## config.mk

```make
export PLATFORM = sky130hd
export DESIGN_NAME = fetch_unit
export DESIGN_NICKNAME = d
export VERILOG_FILES = /design/src/rtl/fetch_unit_pkg.sv /design/src/rtl/fetch_fifo.sv /design/src/rtl/fetch_unit.sv
export SDC_FILE = /design/constraint.sdc
export NUM_CORES = 1
export LEC_CHECK = 0
export BUFFER_PORTS_ARGS = -buffer_cell sky130_fd_sc_hd__buf_2
export CORE_ASPECT_RATIO = 1.4
export CORE_UTILIZATION = 27
export CTS_CLUSTER_DIAMETER = 80
export DETAILED_ROUTE_END_ITERATION = 16
export GPL_TIMING_DRIVEN = 1
export PLACE_DENSITY = 0.55
export SYNTH_ARGS = -nofsm -noshare
export SYNTH_HDL_FRONTEND = slang
export SYNTH_SLANG_ARGS = --single-unit
```

## constraint.sdc

```tcl
create_clock -name clk -period 7.25 [get_ports clk]
set_input_delay 1.45 -clock clk [delete_from_list [all_inputs] [get_ports clk]]
set_output_delay 1.45 -clock clk [all_outputs]
set_load 0.02 [all_outputs]
```

## src/rtl/fetch_unit_pkg.sv

```systemverilog
// fetch_unit_pkg: fetch FSM state encodings, perf counter width and a saturating add helper.
package fetch_unit_pkg;
  typedef enum logic [1:0] {
    FETCH_ST_FETCH = 2'd0,
    FETCH_ST_DRAIN = 2'd1,
    FETCH_ST_HALT  = 2'd2
  } fetch_state_e;
  localparam int FETCH_PERF_W = 16;
  function automatic logic [FETCH_PERF_W-1:0] sat_inc(input logic [FETCH_PERF_W-1:0] c,
                                                      input logic [FETCH_PERF_W-1:0] n);
    logic [FETCH_PERF_W:0] s;
    s = {1'b0, c} + {1'b0, n};
    return s[FETCH_PERF_W] ? '1 : s[FETCH_PERF_W-1:0];
  endfunction
endpackage

```

## src/rtl/fetch_fifo.sv

```systemverilog
// fetch_fifo: synchronous FIFO with flush and a registered head that holds its last value when empty.
module fetch_fifo #(
  parameter int W = 32,
  parameter int DEPTH = 4,
  localparam int AW = $clog2(DEPTH)
) (
  input  logic          clk,
  input  logic          rst_n,
  input  logic          push,
  input  logic [W-1:0]  din,
  input  logic          pop,
  input  logic          flush,
  output logic [AW:0]   count,
  output logic          valid,
  output logic [W-1:0]  head
);
  logic [W-1:0] mem [DEPTH];
  logic [AW-1:0] rd, wr, rd_n;
  logic [AW:0] count_n;
  logic do_push, do_pop;
  assign valid = count != '0;
  assign do_pop = pop & valid & ~flush;
  assign do_push = push & ~flush;
  assign rd_n = rd + AW'(do_pop);
  assign count_n = count + (AW+1)'(do_push) - (AW+1)'(do_pop);
  always_ff @(posedge clk)
    if (do_push) mem[wr] <= din;
  // The new head is the incoming word whenever the queue is (or is becoming) empty.
  always_ff @(posedge clk or negedge rst_n)
    if (!rst_n) begin
      rd <= '0;
      wr <= '0;
      count <= '0;
      head <= '0;
    end else if (flush) begin
      rd <= '0;
      wr <= '0;
      count <= '0;
    end else begin
      rd <= rd_n;
      wr <= wr + AW'(do_push);
      count <= count_n;
      if (count_n != '0) head <= (count == '0 || (count == (AW+1)'(1) && do_pop)) ? din : mem[rd_n];
    end
endmodule

```

## src/rtl/fetch_unit.sv

```systemverilog
// fetch_unit: prefetching instruction fetch with a DEPTH-entry queue, redirect/drain and halt.
// Optional perf counters are built when FETCH_PERF_EN is defined.
module fetch_unit
  import fetch_unit_pkg::*;
#(
  parameter int ADDR_W = 16,
  parameter int DATA_W = 16,
  parameter int DEPTH = 4,
  parameter logic [ADDR_W-1:0] RESET_PC = '0
) (
  input  logic              clk,
  input  logic              rst_n,
  input  logic              en,
  output logic              mem_req,
  output logic [ADDR_W-1:0] mem_addr,
  input  logic              mem_wait,
  input  logic [DATA_W-1:0] mem_rdata,
  output logic              instr_valid,
  output logic [DATA_W-1:0] instr,
  output logic [ADDR_W-1:0] instr_pc,
  input  logic              instr_ready,
  input  logic              redirect,
  input  logic [ADDR_W-1:0] redirect_pc
`ifdef FETCH_PERF_EN
  ,
  output logic [FETCH_PERF_W-1:0] perf_fetched,
  output logic [FETCH_PERF_W-1:0] perf_flushed,
  output logic [FETCH_PERF_W-1:0] perf_wait
`endif
);
  localparam int BYTES = DATA_W / 8;
  localparam int SH = $clog2(BYTES);
  localparam int CW = $clog2(DEPTH) + 1;
  fetch_state_e state, state_n;
  logic [ADDR_W-1:0] fetch_pc, addr_q, target;
  logic [CW-1:0] cnt;
  logic pend, complete, push, issue;
  assign mem_req = pend;
  assign mem_addr = addr_q;
  assign complete = pend & ~mem_wait;
  assign push = complete & (state == FETCH_ST_FETCH) & ~redirect;
  assign issue = (state == FETCH_ST_FETCH) & ~pend & en & (cnt < CW'(DEPTH)) & ~redirect;
  assign target = redirect_pc & ~ADDR_W'(BYTES - 1);
  always_comb begin
    state_n = state;
    state_n = state == FETCH_ST_DRAIN ? (complete ? FETCH_ST_FETCH : FETCH_ST_DRAIN)
            : state == FETCH_ST_HALT ? (en ? FETCH_ST_FETCH : FETCH_ST_HALT)
            : (redirect & pend & ~complete) ? FETCH_ST_DRAIN
            : (~en & ~pend) ? FETCH_ST_HALT : FETCH_ST_FETCH;
  end
  // A request in flight keeps its address even when a redirect moves fetch_pc.
  always_ff @(posedge clk or negedge rst_n)
    if (!rst_n) begin
      state <= FETCH_ST_FETCH;
      fetch_pc <= RESET_PC;
      pend <= 1'b0;
      addr_q <= '0;
    end else begin
      state <= state_n;
      fetch_pc <= redirect ? target : push ? fetch_pc + ADDR_W'(BYTES) : fetch_pc;
      pend <= pend ? mem_wait : issue;
      if (issue) addr_q <= fetch_pc >> SH;
    end
  fetch_fifo #(.W(DATA_W + ADDR_W), .DEPTH(DEPTH)) u_fifo (
    .clk(clk),
    .rst_n(rst_n),
    .push(push),
    .din({mem_rdata, fetch_pc}),
    .pop(instr_ready),
    .flush(redirect),
    .count(cnt),
    .valid(instr_valid),
    .head({instr, instr_pc})
  );
`ifdef FETCH_PERF_EN
  logic [CW-1:0] flush_n;
  // Flushed words: entries cleared (minus a same-cycle pop the consumer took) plus any discarded completion.
  assign flush_n = (redirect ? cnt - CW'(instr_ready & instr_valid) : '0) + CW'(complete & ~push);
  always_ff @(posedge clk or negedge rst_n)
    if (!rst_n) begin
      perf_fetched <= '0;
      perf_flushed <= '0;
      perf_wait <= '0;
    end else begin
      perf_fetched <= sat_inc(perf_fetched, FETCH_PERF_W'(push));
      perf_flushed <= sat_inc(perf_flushed, FETCH_PERF_W'(flush_n));
      perf_wait <= sat_inc(perf_wait, FETCH_PERF_W'(pend & mem_wait));
    end
`endif
endmodule

```

# --- Word level (Yosys, flattened, before mapping) ---
# Memories as Yosys holds them, arrays and structs flattened.
# Cells that the tools add are included.
op_classes:
  n_bitwise: 18
  n_reduce_logical: 8
  n_addsub: 5
  n_lt_le_gt_ge: 1
  mux: 15
  n_eq_ne: 3
op_table:
  columns: ["cell", "n"]
  rows:
  - ["16-bit two-way mux", 2]
  - ["32-bit two-way mux", 1]
  - ["16-bit by 2-bit adder with 16-bit output, second input constant", 1]
  - ["2-bit two-way mux", 7]
  - ["1-bit AND", 13]
  - ["3-bit nonzero test", 2]
  - ["1-bit inverter", 5]
  - ["2-bit by 1-bit adder with 2-bit output", 2]
  - ["1-bit two-way mux", 4]
  - ["3-bit by 1-bit adder with 3-bit output", 1]
  - ["3-bit by 1-bit == test with 1-bit output, second input constant", 1]
  - ["3-bit zero test", 1]
  - ["3-bit less-than comparator, second input constant", 1]
  - ["3-bit two-way mux", 1]
  - ["3-bit by 1-bit subtractor with 3-bit output", 1]
  - ["2-bit by 1-bit == test with 1-bit output, second input constant", 1]
  - ["2-bit == test, second input constant", 1]
  - ["2-bit zero test", 1]
  - ["2-bit AND reduction", 1]
  - ["2-bit nonzero test", 1]
  - ["1-bit logical AND", 1]
  - ["1-bit logical OR", 1]
word_totals:
  register_bits: 73
  memories: 1
  ramBits: 128
  input_bits: 38
mem_list:
  columns: ["memory", "depth", "width", "read_ports", "rd_ports_with_merged_regs", "wr", "line_no", "rtl"]
  rows:
  - ["u_fifo.mem", 4, 32, 1, 0, 1, "fetch_fifo.sv:17", "logic [W-1:0] mem [DEPTH];"]

# --- Longest topological paths before layout ---
depth:
  ltp_word: 9
  depth_mapped: 14

# --- Cells and area by module ---
# A second synthesis with hierarchy kept.
unflattened:
  cells_unflattened: 530
  area_unflattened_um2: 8064.0
by_module_without_submodules:
  columns: ["module", "cells_each", "n_inst", "area_per_inst_um2"]
  rows:
  - ["fetch_fifo", 378, 1, 6446.2]
  - ["fetch_unit", 152, 1, 1617.8]

# --- Worst setup path after synthesis ---
# No wires, ideal clock.
synth_path:
  path_type: "input-to-reg"
  startpoint: "input mem_wait"
  endpoint: "memory u_fifo.mem[1][10] (enable)"
  setup_time_ns: 0.508
  required_ns: 6.742
  stages: 3
  path_buffers: 1
  t_arrival_ns: 5.444
  setup_slack_ns: 1.298
  cell_sequence: "or4b_1 buf_6 nor4b_1"
synth_between:
  elab_chain_cells: 7
synth_lines:
  columns: ["item", "line_no", "rtl"]
  rows:
  - ["start: declaration", "fetch_unit.sv:16", "input logic mem_wait,"]
  - ["1-bit inverter", "fetch_unit.sv:40", "assign complete = pend & ~mem_wait;"]
  - ["1-bit AND", "fetch_unit.sv:40", null]
  - ["1-bit AND (2 in a row)", "fetch_unit.sv:41", "assign push = complete & (state == FETCH_ST_FETCH) & ~redirect;"]
  - ["1-bit AND", "fetch_fifo.sv:23", "assign do_push = push & ~flush;"]
  - ["1-bit two-way mux", "fetch_fifo.sv:27", "if (do_push) mem[wr] <= din;"]
  - ["1-bit two-way mux (implied by the code)", "fetch_fifo.sv:27", null]
  - ["end: declaration", "fetch_fifo.sv:17", null]
# Every way passes these cells.

# --- Worst setup path in the final report ---
layout_path:
  startpoint: "input mem_wait"
  endpoint: "register u_fifo.head[8]"
layout_between:
  elab_chain_cells: 9
layout_lines:
  columns: ["item", "line_no", "rtl"]
  rows:
  - ["1-bit inverter", "fetch_unit.sv:40", null]
  - ["1-bit AND", "fetch_unit.sv:40", null]
  - ["1-bit AND (2 in a row)", "fetch_unit.sv:41", null]
  - ["1-bit AND", "fetch_fifo.sv:23", null]
  - ["3-bit by 1-bit adder with 3-bit output", "fetch_fifo.sv:25", "assign count_n = count + (AW+1)'(do_push) - (AW+1)'(do_pop);"]
  - ["3-bit by 1-bit subtractor with 3-bit output", "fetch_fifo.sv:25", null]
  - ["3-bit nonzero test", "fetch_fifo.sv:43", "if (count_n != '0) head <= (count == '0 || (count == (AW+1)'(1) && do_pop)) ? din : mem[rd_n];"]
  - ["2-bit AND reduction (no line)", null, null]
  - ["end signal: assignment", "fetch_fifo.sv:43", null]
  - ["end: declaration", "fetch_fifo.sv:15", "output logic [W-1:0] head"]
# Every way passes these cells.
# A chain may end at the register's enable or synchronous reset.

==> results.sh <==
export IMPL_cp_num_buf_inv=3
export IMPL_setup_violations=0
export IMPL_overflow=0
export IMPL_wl_met3_microns=716
export IMPL_cp_max_fo=18
export IMPL_vias_per_cell=4.70
export IMPL_cp_data_arrival_time_ns=5.04
export IMPL_power_density_mw_per_mm2=376
export IMPL_clock_skew_ns=0.00796
export IMPL_max_freq_ghz=0.212
export IMPL_grt_pass1_vias=4708
export IMPL_ys_top_cells_by_area="edfxtp_1 (48%), dfrtp_1 (23%), mux4_2 (8.9%)"
export IMPL_netlist_area_sq_mm=0.00782
export IMPL_ioPinCount=88
export IMPL_ys_seq_area_frac=0.703
export IMPL_setup_tns_ns=0
export IMPL_cp_data_required_time_ns=7.57
export IMPL_power_frac_comb=0.315
export IMPL_hpwl_microns=11100
export IMPL_swShare=0.332
export IMPL_holdBufCountCts=0
export IMPL_period_minus_slack_ns=4.72
export IMPL_p_seq_frac=0.417
export IMPL_cts_tree="done"
export IMPL_grt_max_degree=72
export IMPL_critPathTopFamily="simple AND/OR/NAND/NOR gates"
export IMPL_ys_warn_count=0
export IMPL_route_met2_wl_microns=9580
export IMPL_die_width_microns=146
export IMPL_die_area_sq_mm=0.0297
export IMPL_place_congestion=0.723
export IMPL_worst_pin_slew_ns=1.07
export IMPL_p_total_uw=3500
export IMPL_cts_buffers_inserted=17
export IMPL_start_util=0.275
export IMPL_cts_resized_gates=0
export IMPL_wire_per_inst_microns=19.6
export IMPL_drt_iter0_markers=270
export IMPL_critPathCaptureType="flop"
export IMPL_antenna_found_initial=0
export IMPL_yosysMostFrequentCell="edfxtp_1"
export IMPL_max_slew_margin_rel=0.285
export IMPL_critPathLaunchType="input port"
export IMPL_row_count=73
export IMPL_maxUsedRoutingLayer="met4"
export IMPL_clock_insertion_delay_worst_skew_ns=0.42
export IMPL_netlist_top_cells_count="edfxtp_1 (124), dfrtp_1 (71), mux4_2 (31), or3_1 (31), o221a_2 (29)"
export IMPL_ys_flop_type="edfxtp_1"
export IMPL_clkPwrFrac=0.268
export IMPL_ir_drop_mv=0.225
export IMPL_grt_usage=0.126
export IMPL_fin_crit_sh=0.651
export IMPL_slew_viol_final=0
export IMPL_crit_path_frequent_cell="nor2_1"
export IMPL_met1_length_microns=7690
export IMPL_firstDrtPassIters=6
export IMPL_critPathMaxStageDelay_ns=0.79
export IMPL_synth_edf_count=124
export IMPL_rsz0062_at_grt="no"
export IMPL_clock_sinks=195
export IMPL_final_cell_count_no_fill=929
export IMPL_avgSynthCellArea_sq_um=17.0
export IMPL_crit_type="in2reg"
export IMPL_clockBufferDepth=2
export IMPL_status="complete, no violations"
export IMPL_p_leak_uw=0.00322
export IMPL_p_sw_uw=1160
export IMPL_ant_nets=0
export IMPL_hold_class="reg2reg"
export IMPL_clk_pin_slew_ns=0.07
export IMPL_max_cap_violations=0
export IMPL_grt_first_pass_wirelength_microns=27900
export IMPL_die_y_microns=203
export IMPL_placed_cells=897
export IMPL_routed_wirelength_microns=18200
export IMPL_async_flop_share=0.364
export IMPL_timing_critical_path_cells="buf_2 -> or4b_1 -> nor2_1 -> ha_1 -> inv_1 -> fa_1 -> xor3_1 -> o21a_1 -> buf_4 -> nor2_1 -> a311oi_1"
export IMPL_vias=4366
export IMPL_ys_ff_latch=195
export IMPL_cp_slowest_cell="o21a_1"
export IMPL_synth_top_cell_by_area="edfxtp_1"
export IMPL_fillers=2719
export IMPL_drcViolationCount=0
export IMPL_nNetsFinal=585
export IMPL_postCtsSetupBuffers=0
export IMPL_yosysUniqueCellTypes=50
export IMPL_syn_inst=461
export IMPL_port_buffers=84
export IMPL_root_buffer="clkbuf_16"
export IMPL_n_antenna_cell=0
export IMPL_hold_violations=0
export IMPL_htreeDepth=4
export IMPL_yosysTopAreaCellShare=0.476
export IMPL_syn2layout_area_growth_pct=18.8
export IMPL_internal_power_uw=2340
export IMPL_core_area_sq_mm=0.0284
export IMPL_drive_gt1_frac=0.375
-- sequential cells by signal, indices dropped and copies added (netlist names) --
name          flops
u_fifo.mem      124
mem_req           1
mem_addr         15
fetch_pc         15
u_fifo.rd         2
state             2
u_fifo.count      3
u_fifo.wr         2
u_fifo.head      31
-- layout by cell type, fill, tap and decap left out, types with 2 or more instances in the layout --
cell type,netlist,final
o221a_2,29,29
or2_2,2,2
nand3_1,5,5
a31oi_1,4,4
or3_1,31,31
nor3_1,5,5
mux4_2,31,31
clkinv_1,1,2
bufinv_16,0,2
inv_1,6,6
nor2_1,11,10
nand2_1,21,21
buf_2,2,83
edfxtp_1,124,124
clkinvlp_4,0,4
a21oi_1,3,3
xnor2_1,7,7
dfrtp_1,71,71
o31ai_1,2,2
a311oi_1,2,2
clkinv_4,0,2
ha_1,5,4
mux2i_1,2,2
conb_1,1,2
xor2_1,3,2
mux2_2,14,14
and2_1,2,2
or4_1,2,2
clkbuf_16,0,17
o21ai_0,13,13
nand4_1,3,3
nor4_1,3,2
buf_4,2,9
nor4_2,1,2
inv_6,0,3
nor4b_1,3,2
nor2b_1,5,5
nand2b_1,3,3
-- stage by stage --
step           setup WS (ns)  area [sq um]   util  hold WS, ns
6_report                2.53          9290  0.327        0.499
5_1_grt                 2.38          9290  0.327        0.526
4_1_cts                 2.50          9290  0.327        0.507
3_5_place_dp            2.06          8700  0.306        0.478
3_3_place_gp            2.13          8700  0.306        0.473
2_1_floorplan           1.30          7830      -        0.474
-- path summary, 6_finish.rpt --
| check | from | end | slack, ns | depth (start not counted) |
|---|---|---|---|---|
| max in group asynchronous | rst_n | u_fifo.head[3] | 5.39 | 1 |
| hold / removal | mem_addr[7] | mem_addr[7] | 0.50 | 2 |
| setup reg to reg | state[1] | u_fifo.head[8] | 3.26 | 10 |
| hold reg to reg | mem_addr[7] | mem_addr[7] | 0.50 | 2 |
| min in group asynchronous | rst_n | mem_addr[10] | 1.19 | 1 |
| setup / recovery | mem_wait | u_fifo.head[8] | 2.53 | 11 |
-- worst min-delay path: stages (launching register included) --
cell and delay [ns]:
dfrtp_1 0.35, nand2_1 0.05, o21ai_0 0.06
-- per-layer routing --
metal | up-vias | GRT usage
met1 | 2284 | 0.153
met5 | - | 0
li1 | 1974 | -
met3 | 12 | 0.0257
met4 | 0 | 0.0376
met2 | 96 | 0.225
-- power by group through the flow --
stage / Combinational, uW / Clock [uW] / Sequential [uW]
2_1_floorplan: 589 / 0 / 1610
3_3_place_gp: 1110 / 0 / 1480
3_5_place_dp: 1130 / 0 / 1480
4_1_cts: 1130 / 961 / 1460
5_1_grt: 1190 / 995 / 1480
6_report: 1100 / 937 / 1460
-- logic make-up (layout without fill, tap and decap cells) --
family | Yosys count | count (layout) | share of synthesized area
flops | 195 | 195 | 0.703
simple gates | 104 | 104 | 0.0748
compound gates | 58 | 58 | 0.0640
mux | 47 | 47 | 0.112
buf+inv | 39 | 131 | 0.0209
xor+xnor | 11 | 11 | 0.0142
fa+ha+maj | 6 | 6 | 0.0106
other cells | 1 | 2 | 0.000479
-- final cells by class --
type / instances / area [sq um] / area share
clock buffer: 18 / 439 / 0.0473
clock inverter: 14 / 154 / 0.0166
inverter: 7 / 26.3 / 0.00283
multi-input combinational: 228 / 2220 / 0.239
sequential: 195 / 5500 / 0.592
tap: 375 / 469 / 0.0505
timing repair buffer: 92 / 483 / 0.0520
(Power assumes the default switching activity.)
